<file path="src/rtl/fnd_display_ctrl.sv">
`default_nettype none
// ============================================================================
// Module   : fnd_display_ctrl
// Purpose  : Converts a 14-bit stopwatch count (clamped to 0..9999) to four
//            BCD digits with a sequential double-dabble engine and scans them
//            onto a 4-digit common-anode 7-segment display. The displayed
//            digit set is swapped atomically when a conversion completes.
// Ports    : clk      - system clock
//            reset    - synchronous active-high reset
//            value    - binary count in (values above 9999 clamp to 9999)
//            fndCom   - active-low one-hot digit enable, bit0 = ones digit
//            fndFont  - active-low segments {dp,g,f,e,d,c,b,a}
//            busy     - high while a conversion is in progress
// Options  : FND_LZB_EN - leading-zero blanking on digit positions 1..3
// Revision : 1.0 - initial release
// ============================================================================
module fnd_display_ctrl #(
  parameter int CLK_HZ  = 100_000_000,
  parameter int SCAN_HZ = 1000
) (
  input  logic        clk,
  input  logic        reset,
  input  logic [13:0] value,
  output logic [3:0]  fndCom,
  output logic [7:0]  fndFont,
  output logic        busy
);

  localparam int              SCAN_DIV   = CLK_HZ / SCAN_HZ;
  localparam int              DIV_W      = (SCAN_DIV > 1) ? $clog2(SCAN_DIV) : 1;
  localparam logic [DIV_W-1:0] DIV_LAST  = DIV_W'(SCAN_DIV - 1);
  localparam logic [13:0]     MAX_VAL    = 14'd9999;
  localparam logic [3:0]      SHIFT_LAST = 4'd13;

  typedef enum logic [1:0] {
    IDLE  = 2'd0,
    SHIFT = 2'd1,
    DONE  = 2'd2
  } state_t;

  state_t            state_q;
  logic [13:0]       snap_q;
  logic [13:0]       bin_q;
  logic [15:0]       bcd_q;
  logic [3:0]        shcnt_q;
  logic [3:0][3:0]   d_q;
  logic              busy_q;

  logic [DIV_W-1:0]  div_q, div_d;
  logic [1:0]        idx_q, idx_d;
  logic [3:0]        com_q;
  logic [7:0]        font_q;

  logic [13:0]       clamped_w;
  logic [15:0]       bcd_adj_w;
  logic [3:0][3:0]   d_d;
  logic              blank_w;
  logic [7:0]        font_w;

  function automatic logic [7:0] seg7(input logic [3:0] dig);
    case (dig)
      4'd0:    seg7 = 8'hC0;
      4'd1:    seg7 = 8'hF9;
      4'd2:    seg7 = 8'hA4;
      4'd3:    seg7 = 8'hB0;
      4'd4:    seg7 = 8'h99;
      4'd5:    seg7 = 8'h92;
      4'd6:    seg7 = 8'h82;
      4'd7:    seg7 = 8'hF8;
      4'd8:    seg7 = 8'h80;
      4'd9:    seg7 = 8'h90;
      default: seg7 = 8'hFF;
    endcase
  endfunction

  // Double-dabble correction: any nibble >= 5 would overflow past 9 on the
  // following shift, so pre-add 3.
  function automatic logic [15:0] dabble_adj(input logic [15:0] b);
    logic [15:0] r;
    r = b;
    for (int n = 0; n < 4; n++) begin
      if (r[n*4 +: 4] >= 4'd5) r[n*4 +: 4] = r[n*4 +: 4] + 4'd3;
    end
    return r;
  endfunction

  always_comb begin
    clamped_w = (value > MAX_VAL) ? MAX_VAL : value;
    bcd_adj_w = dabble_adj(bcd_q);
  end

  // ---------------------------------------------------------------- FSM
  always_ff @(posedge clk) begin
    if (reset) begin
      state_q <= IDLE;
      snap_q  <= '0;
      bin_q   <= '0;
      bcd_q   <= '0;
      shcnt_q <= '0;
      d_q     <= '0;
      busy_q  <= 1'b0;
    end else begin
      case (state_q)
        IDLE: begin
          if (clamped_w != snap_q) begin
            snap_q  <= clamped_w;
            bin_q   <= clamped_w;
            bcd_q   <= '0;
            shcnt_q <= '0;
            busy_q  <= 1'b1;
            state_q <= SHIFT;
          end
        end
        SHIFT: begin
          // {bcd,bin} shifted left by one after the correction step
          bcd_q   <= {bcd_adj_w[14:0], bin_q[13]};
          bin_q   <= {bin_q[12:0], 1'b0};
          shcnt_q <= shcnt_q + 4'd1;
          if (shcnt_q == SHIFT_LAST) state_q <= DONE;
        end
        DONE: begin
          d_q     <= bcd_q;
          busy_q  <= 1'b0;
          state_q <= IDLE;
        end
        default: state_q <= IDLE;
      endcase
    end
  end

  // ---------------------------------------------------------------- Scan
  // Next-cycle digit set and scan index feed the registered outputs so that
  // fndFont always matches the digit selected by fndCom with no extra lag.
  always_comb begin
    d_d   = (state_q == DONE) ? bcd_q : d_q;
    div_d = (div_q == DIV_LAST) ? '0 : div_q + DIV_W'(1);
    idx_d = (div_q == DIV_LAST) ? idx_q + 2'd1 : idx_q;
  end

`ifdef FND_LZB_EN
  // Position k >= 1 blanks when it and every higher digit are zero.
  always_comb begin
    blank_w = (idx_d != 2'd0);
    for (int j = 0; j < 4; j++) begin
      if ((2'(j) >= idx_d) && (d_d[j] != 4'd0)) blank_w = 1'b0;
    end
  end
`else
  always_comb begin
    blank_w = 1'b0;
  end
`endif

  always_comb begin
    font_w = blank_w ? 8'hFF : seg7(d_d[idx_d]);
  end

  always_ff @(posedge clk) begin
    if (reset) begin
      div_q  <= '0;
      idx_q  <= 2'd0;
      com_q  <= 4'b1110;
      font_q <= 8'hC0;
    end else begin
      div_q  <= div_d;
      idx_q  <= idx_d;
      com_q  <= ~(4'b0001 << idx_d);
      font_q <= font_w;
    end
  end

  assign fndCom  = com_q;
  assign fndFont = font_q;
  assign busy    = busy_q;

endmodule
`default_nettype wire

</file>
<file path="config.mk">
export PLATFORM = sky130hd
export DESIGN_NAME = fnd_display_ctrl
export DESIGN_NICKNAME = d
export VERILOG_FILES = /design/src/rtl/fnd_display_ctrl.sv
export SDC_FILE = /design/constraint.sdc
export NUM_CORES = 1
export LEC_CHECK = 0
export BUFFER_PORTS_ARGS = -buffer_cell sky130_fd_sc_hd__buf_2
export CAP_MARGIN = 5
export CORE_ASPECT_RATIO = 1.75
export CORE_MARGIN = 2
export CORE_UTILIZATION = 45
export DETAILED_ROUTE_END_ITERATION = 8
export GPL_TIMING_DRIVEN = 0
export PLACE_DENSITY_LB_ADDON = 0.1
export SETUP_SLACK_MARGIN = 0.1
export SLEW_MARGIN = 10
export SYNTH_ARGS = -nofsm -noshare
export SYNTH_HDL_FRONTEND = slang
export SYNTH_SLANG_ARGS = --single-unit
</file>
<file path="constraint.sdc">
create_clock -name clk -period 2.9 [get_ports clk]
set_clock_uncertainty 0.2 [all_clocks]
set_input_delay 0.58 -clock clk [delete_from_list [all_inputs] [get_ports clk]]
set_output_delay 0.58 -clock clk [all_outputs]
set_load 0.02 [all_outputs]
</file>
# == Word level (Yosys, flattened, before mapping) ==
# Memory sizes are Yosys's and may differ from the RTL's. A register that Yosys moved wholly into a read port is not among the register bits.
# Cells that the tools add are included.
# classes
addsub,7
n_lt_le_gt_ge,6
n_eq_ne,7
shifts,1
muxes,20
n_bitwise,1
reduce_logical,8
# ops
cell,n
$mux W16,2
$pmux W16 S2,1
$mux W14,2
$pmux W14 S2,1
$mux W4,5
$add A17 B1 Y17 const B,1
$eq A17 B17 Y1 const B,1
$ge A4 B3 Y1 const B,4
$gt A14 B14 Y1 const B,1
$ne A14 B14 Y1,1
$add A4 B2 Y4 const B,3
$bmux W4 S2,1
$pmux W4 S2,1
$reduce_and A2 Y1,4
$mux W2,3
$add A4 B1 Y4 const B,1
$eq A4 B4 Y1 const B,1
$ne A2 B2 Y1 const B,2
$not A4 Y4,1
$pmux W2 S2,1
$reduce_bool A2 Y1,2
$shl A1 B2 Y4 const A,1
$add A3 B2 Y3 const B,1
$lt A2 B3 Y1 const B,1
other kinds (8),8
# word_totals
regBits,98
romBits,112
inputBits,16
output_inout_bits,13
elab_cells,65
memories,1
# memory_table
name,words,word_bits,read_ports,rd_ports_with_merged_regs,write_ports,line,text
(name not given),16,7,1,1,0,61,case (dig)

# == Longest topological paths before layout ==
# logic_depth
depth_word,5
mapped_depth,12
depth_no_buf,10

# == Worst setup path before layout ==
# OpenSTA, ideal clock, no wires.
# synth_timing
path_kind,register -> register
start,register div_q[0]
end,register font_q[4] (netlist: fndFont[4])
setup_time_ns,0.135
t_arrival_ns,2.505
required_ns,2.565
setup_slack_ns,0.060
path_stages_with_launch,12
path_buffers,1
synth_period_minus_slack_ns,2.840
path_cell_list,dfxtp_1 ha_1 and4_1 and2_0 clkbuf_1 nand2_1 a2111oi_0 a21boi_0 ha_1 inv_1 o31ai_1 a21oi_1
# synth_via
elab_chain_cells,4
# synth_rtl
element,line,text
"start, declared",49,"logic [DIV_W-1:0] div_q, div_d;"
"start signal, assigned",165,div_q <= div_d;
$eq A17 B17 Y1,137,idx_d = (div_q == DIV_LAST) ? idx_q + 2'd1 : idx_q;
$mux W2,137,
$bmux W4 S2,155,font_w = blank_w ? 8'hFF : seg7(d_d[idx_d]);
$mux W4 (not written as such),155,
"end, declared",52,logic [7:0] font_q;
# No other way between the ends. The select of a mux whose other input is x is not followed.
# A chain may end at the register's enable or synchronous reset.

# == Worst setup path after layout ==
# layout_timing
start,input value[5]
end,register snap_q[13]
# layout_via
elab_chain_cells,4
# layout_rtl
element,line,text
"start, declared",23,"input logic [13:0] value,"
$gt A14 B14 Y1,88,clamped_w = (value > MAX_VAL) ? MAX_VAL : value;
$mux W14 *,88,
$ne A14 B14 Y1,105,if (clamped_w != snap_q) begin
$reduce_and A2 Y1 (no line),--,
"end signal, assigned",106,snap_q <= clamped_w;
"end, declared",42,logic [13:0] snap_q;
# Mark *: on every way between the ends. The rest lies on a longest branch, timed or not.

==> results by group <==
Clock network
  • Clock Tree Root: clkbuf_16
  • CTS buffer count: 9
  • Hold_buf cts: 0
  • Clock tree sinks: 97
  • # H-tree levels: 3
  • CTS tree: built
  • Clock Tree Buf Depth: 2
  • Clock-pin slew on the worst setup and hold paths: about 70 ps
  • Worst-Skew Late Latency: 340 ps

Cells and area
  • Most frequent cells in the layout: dfxtp_1, nor2_1, o21ai_0
  • Most common cell after layout, fill and taps aside: dfxtp_1
  • Number of diodes: 0
  • Synth-to-layout area growth: 20.80%
  • Nets@finish: 652
  • Layout cell share with drive strength beyond 1: roughly a fifth

Drt
  • First-pass DRT Iterations: 4
  • Antenna-violating nets left: 0
  • Routed WL per cell: about 18 um
  • DRC: 0
  • Iter 0 DRT Violations: 166
  • Post-Route WL: between 10000 and 15000 um
  • DR vias: 4334
  • Via-to-Cell Ratio: 5.748

Pwr
  • Seq pwr share: 49.6%
  • Clock share of power: roughly 40%
  • Static Leak: 2.252 nW
  • Total chip power: 2.833 mW
  • Part of the power in combinational logic: 9.9%
  • Pwr dens: between 400 and 500 nW/um^2
  • Net Switching: 708.4 uW
  • Int Power: 2.125 mW
  • Switching Share: between 20% and 30%
  • VDD IR-drop max: 0.0004128 V

Timing
  • Fin. Hold Viols: 0
  • RSZ-0062 raised after global routing: true
  • Fmax: between 300 and 400 MHz
  • Worst-Margin Slew: ~740 ps
  • Worst slew margin: 50.80%
  • Final period utilization: 95.36%
  • Max-slew violation count: 0
  • Tmin final: 2766 ps
  • WHS: 272.4 ps
  • Final Setup Violations: 0

Outcome
  • Status: completed

Worst setup path
  • Kind of cell adding the most delay to the critical path: compound AO/OA/AOI/OAI gates
  • Crit path DAT: roughly 2800 ps
  • CP startpoint kind: input port
  • Biggest cell delay along the critical path: about 590 ps
  • Worst R2R Path Depth: 11
  • Critical path class: input port to flip-flop
  • Slowest-stage cell, CP: or4_4
  • Req. time, crit path: around 2900 ps
  • RR Startpoint: state_q[0]
  • Worst setup EP type: flip-flop
  • Critical-path cell list: buf_2 -> or4_4 -> a221o_1 -> a32oi_2 -> nor4_2 -> a21oi_2 -> buf_6 -> buf_8 -> mux2i_1 -> nor2_1
  • Crit Path Max Fanout: 10
  • FF-to-FF End: fndFont[4]
  • R2r setup slk: 160 ps
  • CP Buf/Inv Count: 3

Global route
  • GR Overflow Total: 0
  • Total global-route track usage: 23.11%
  • Largest net degree at the start of global routing: 15
  • First-pass GRT wire length: 21660 um
  • Antenna violations before repair: 0
  • Vias in the first global route: 4394

Synthesis
  • Number of synthesized flops with an enable pin: 0
  • Post-Synth Simple-Gate Area: around a fifth
  • Synth Area in Adders: 4.093%
  • Synthesized instance count: 567
  • Ys flop type: dfxtp_1
  • Post-synthesis share of cell area spent on xor and xnor gates: 5.014%
  • Post-synthesis sequential area ratio: 39.70%
  • Avg Cell Area, Syn: 8.626 um^2
  • Synth Cell Area: 4891 um^2
  • Synth warn: 0
  • Main combinational cell family by area after synthesis: compound AO/OA/AOI/OAI gates
  • Async S/R FF share, synth: 0%
  • Synth Register Bits: 97
  • Post-synthesis mux area share: 5.142%
  • Syn_nets: 599
  • Synth Area in Compound Gates: 21.87%
  • Count of cell types in the netlist: 67

Job
  • MaxCap Viol Count: 0

Floorplanning
  • Die H: approximately 140 um
  • Initial Util: 45.99%
  • # rows: 50
  • Die X: 82.81 um
  • DIE AREA: 11750 um^2
  • IO Pins: 29
  • Core box area: between 10000 and 15000 um^2

Place
  • Detailed placement HPWL: 9925 um
  • Port Buffers: 25
  • GPL Wtd Cong: 0.8651

Hold path
  • Hold Path End: bin_q[10]
  • Hold_sp: bin_q[9]
  • Hold path depth: 1
  • Worst hold path class: flip-flop to flip-flop
[area by class of cell]
| type | count | area [um^2] |
|---|---|---|
| repair buffers | 42 | 266.5 |
| plain buffers | 35 | 215.2 |
| multi-input cells | 416 | 2954 |
| clock inverters | 2 | 12.51 |
| flip-flops and latches | 97 | 1956 |
| inverters | 19 | 71.32 |
| fillers | 1008 | 4727 |
| well taps | 130 | 162.7 |
| clock buffers | 13 | 270.3 |
[layer usage]
metal	vias to the layer above	wire [um]	track usage (%)
met2	60	7785	46.01
met4	0	452	12.25
met1	2100	5002	22.13
met5	-	0	0
li1	2148	-	-
met3	26	320	3.723
[worst register-to-register path, delay by kind of cell, from the launching register on]
family,cells,cell delay [ps]
AO/OA/AOI/OAI,3,750
multiplexers,2,580
buffers and inverters,3,380
AND/OR/NAND/NOR,2,210
flip-flops,1,390
adder cells (fa/ha/maj),1,190
[through the flow]
| stage | setup TNS, ps | util, % | cell area [um^2] | worst slack, ps | cells |
|---|---|---|---|---|---|
| 2_1_floorplan | 0 | - | 4891 | 109.5 | 567 |
| 3_3_place_gp | -18000 | 48.69 | 5179 | -502.2 | 722 |
| 3_5_place_dp | -19010 | 48.69 | 5179 | -528.3 | 722 |
| 4_1_cts | 0 | 53.78 | 5719 | 100.7 | 746 |
| 5_1_grt | 0 | 55.55 | 5908 | 98.74 | 754 |
| 6_report | 0 | 55.55 | 5908 | 134.5 | 754 |
[cells in the mapped netlist, drive strengths merged, types with 6 or more instances]
master | n | area share [%]
ha | 16 | 4.1
o21ai | 44 | 4.6
nand2 | 38 | 2.9
xor2 | 18 | 3.2
nand3 | 22 | 2.3
mux2i | 24 | 4.9
nor4 | 13 | 1.9
a211oi | 8 | 1.6
inv | 19 | 1.5
a21oi | 37 | 4.2
clkbuf | 20 | 1.5
nand2b | 9 | 1.2
nor2 | 67 | 5.1
or3 | 8 | 1.0
dfxtp | 97 | 40
xnor2 | 10 | 1.8
a31oi | 14 | 1.8
nand4 | 6 | 0.77
buf | 15 | 2.1
[cell families (layout without fill, tap and decap cells)]
family | after synthesis | count (layout)
AND/OR/NAND/NOR | 189 | 189
AO/OA/AOI/OAI | 157 | 157
flip-flops | 97 | 97
buffers and inverters | 54 | 111
XOR/XNOR | 28 | 28
multiplexers | 25 | 25
adder cells (fa/ha/maj) | 16 | 16
other | 1 | 1
[timing repair]
| item | 4_1_cts | 5_1_grt |
|---|---|---|
| pin swaps | 2 | 10 |
| cloned | 1 | 0 |
| gates resized for setup | 42 | 32 |
| setup endpoints to repair | 48 | 27 |
| setup buffers | 8 | 8 |
| hold endpoints to repair | 0 | 0 |
[worst max path at each step]
stage	start	end	slack, ps	depth (start not counted)
floorplan	div_q[0]	fndFont[4]	110	11
global placement	div_q[0]	fndFont[4]	-500	11
detailed placement	div_q[0]	fndFont[6]	-530	11
CTS	div_q[1]	fndFont[4]	100	11
global route	div_q[8]	fndFont[4]	100	9
finish	value[5]	snap_q[13]	130	10
[state kept, by name (all words and copies together), names as in the netlist]
name and flops:
idx_q 2, div_q 17, bcd_q 16, bin_q 14, snap_q 14, state_q 2, busy 1, fndFont 7
fndCom 4, shcnt_q 4, d_q 16
[power groups by stage]
| stage | Combinational (mW) | Sequential [mW] | Clock [mW] |
|---|---|---|---|
| floorplan | 0.171 | 1.43 | 0 |
| global placement | 0.252 | 1.43 | 0 |
| detailed placement | 0.257 | 1.43 | 0 |
| CTS | 0.268 | 1.41 | 1.18 |
| global route | 0.305 | 1.41 | 1.22 |
| finish | 0.280 | 1.41 | 1.15 |
(Power assumes the default switching activity.)
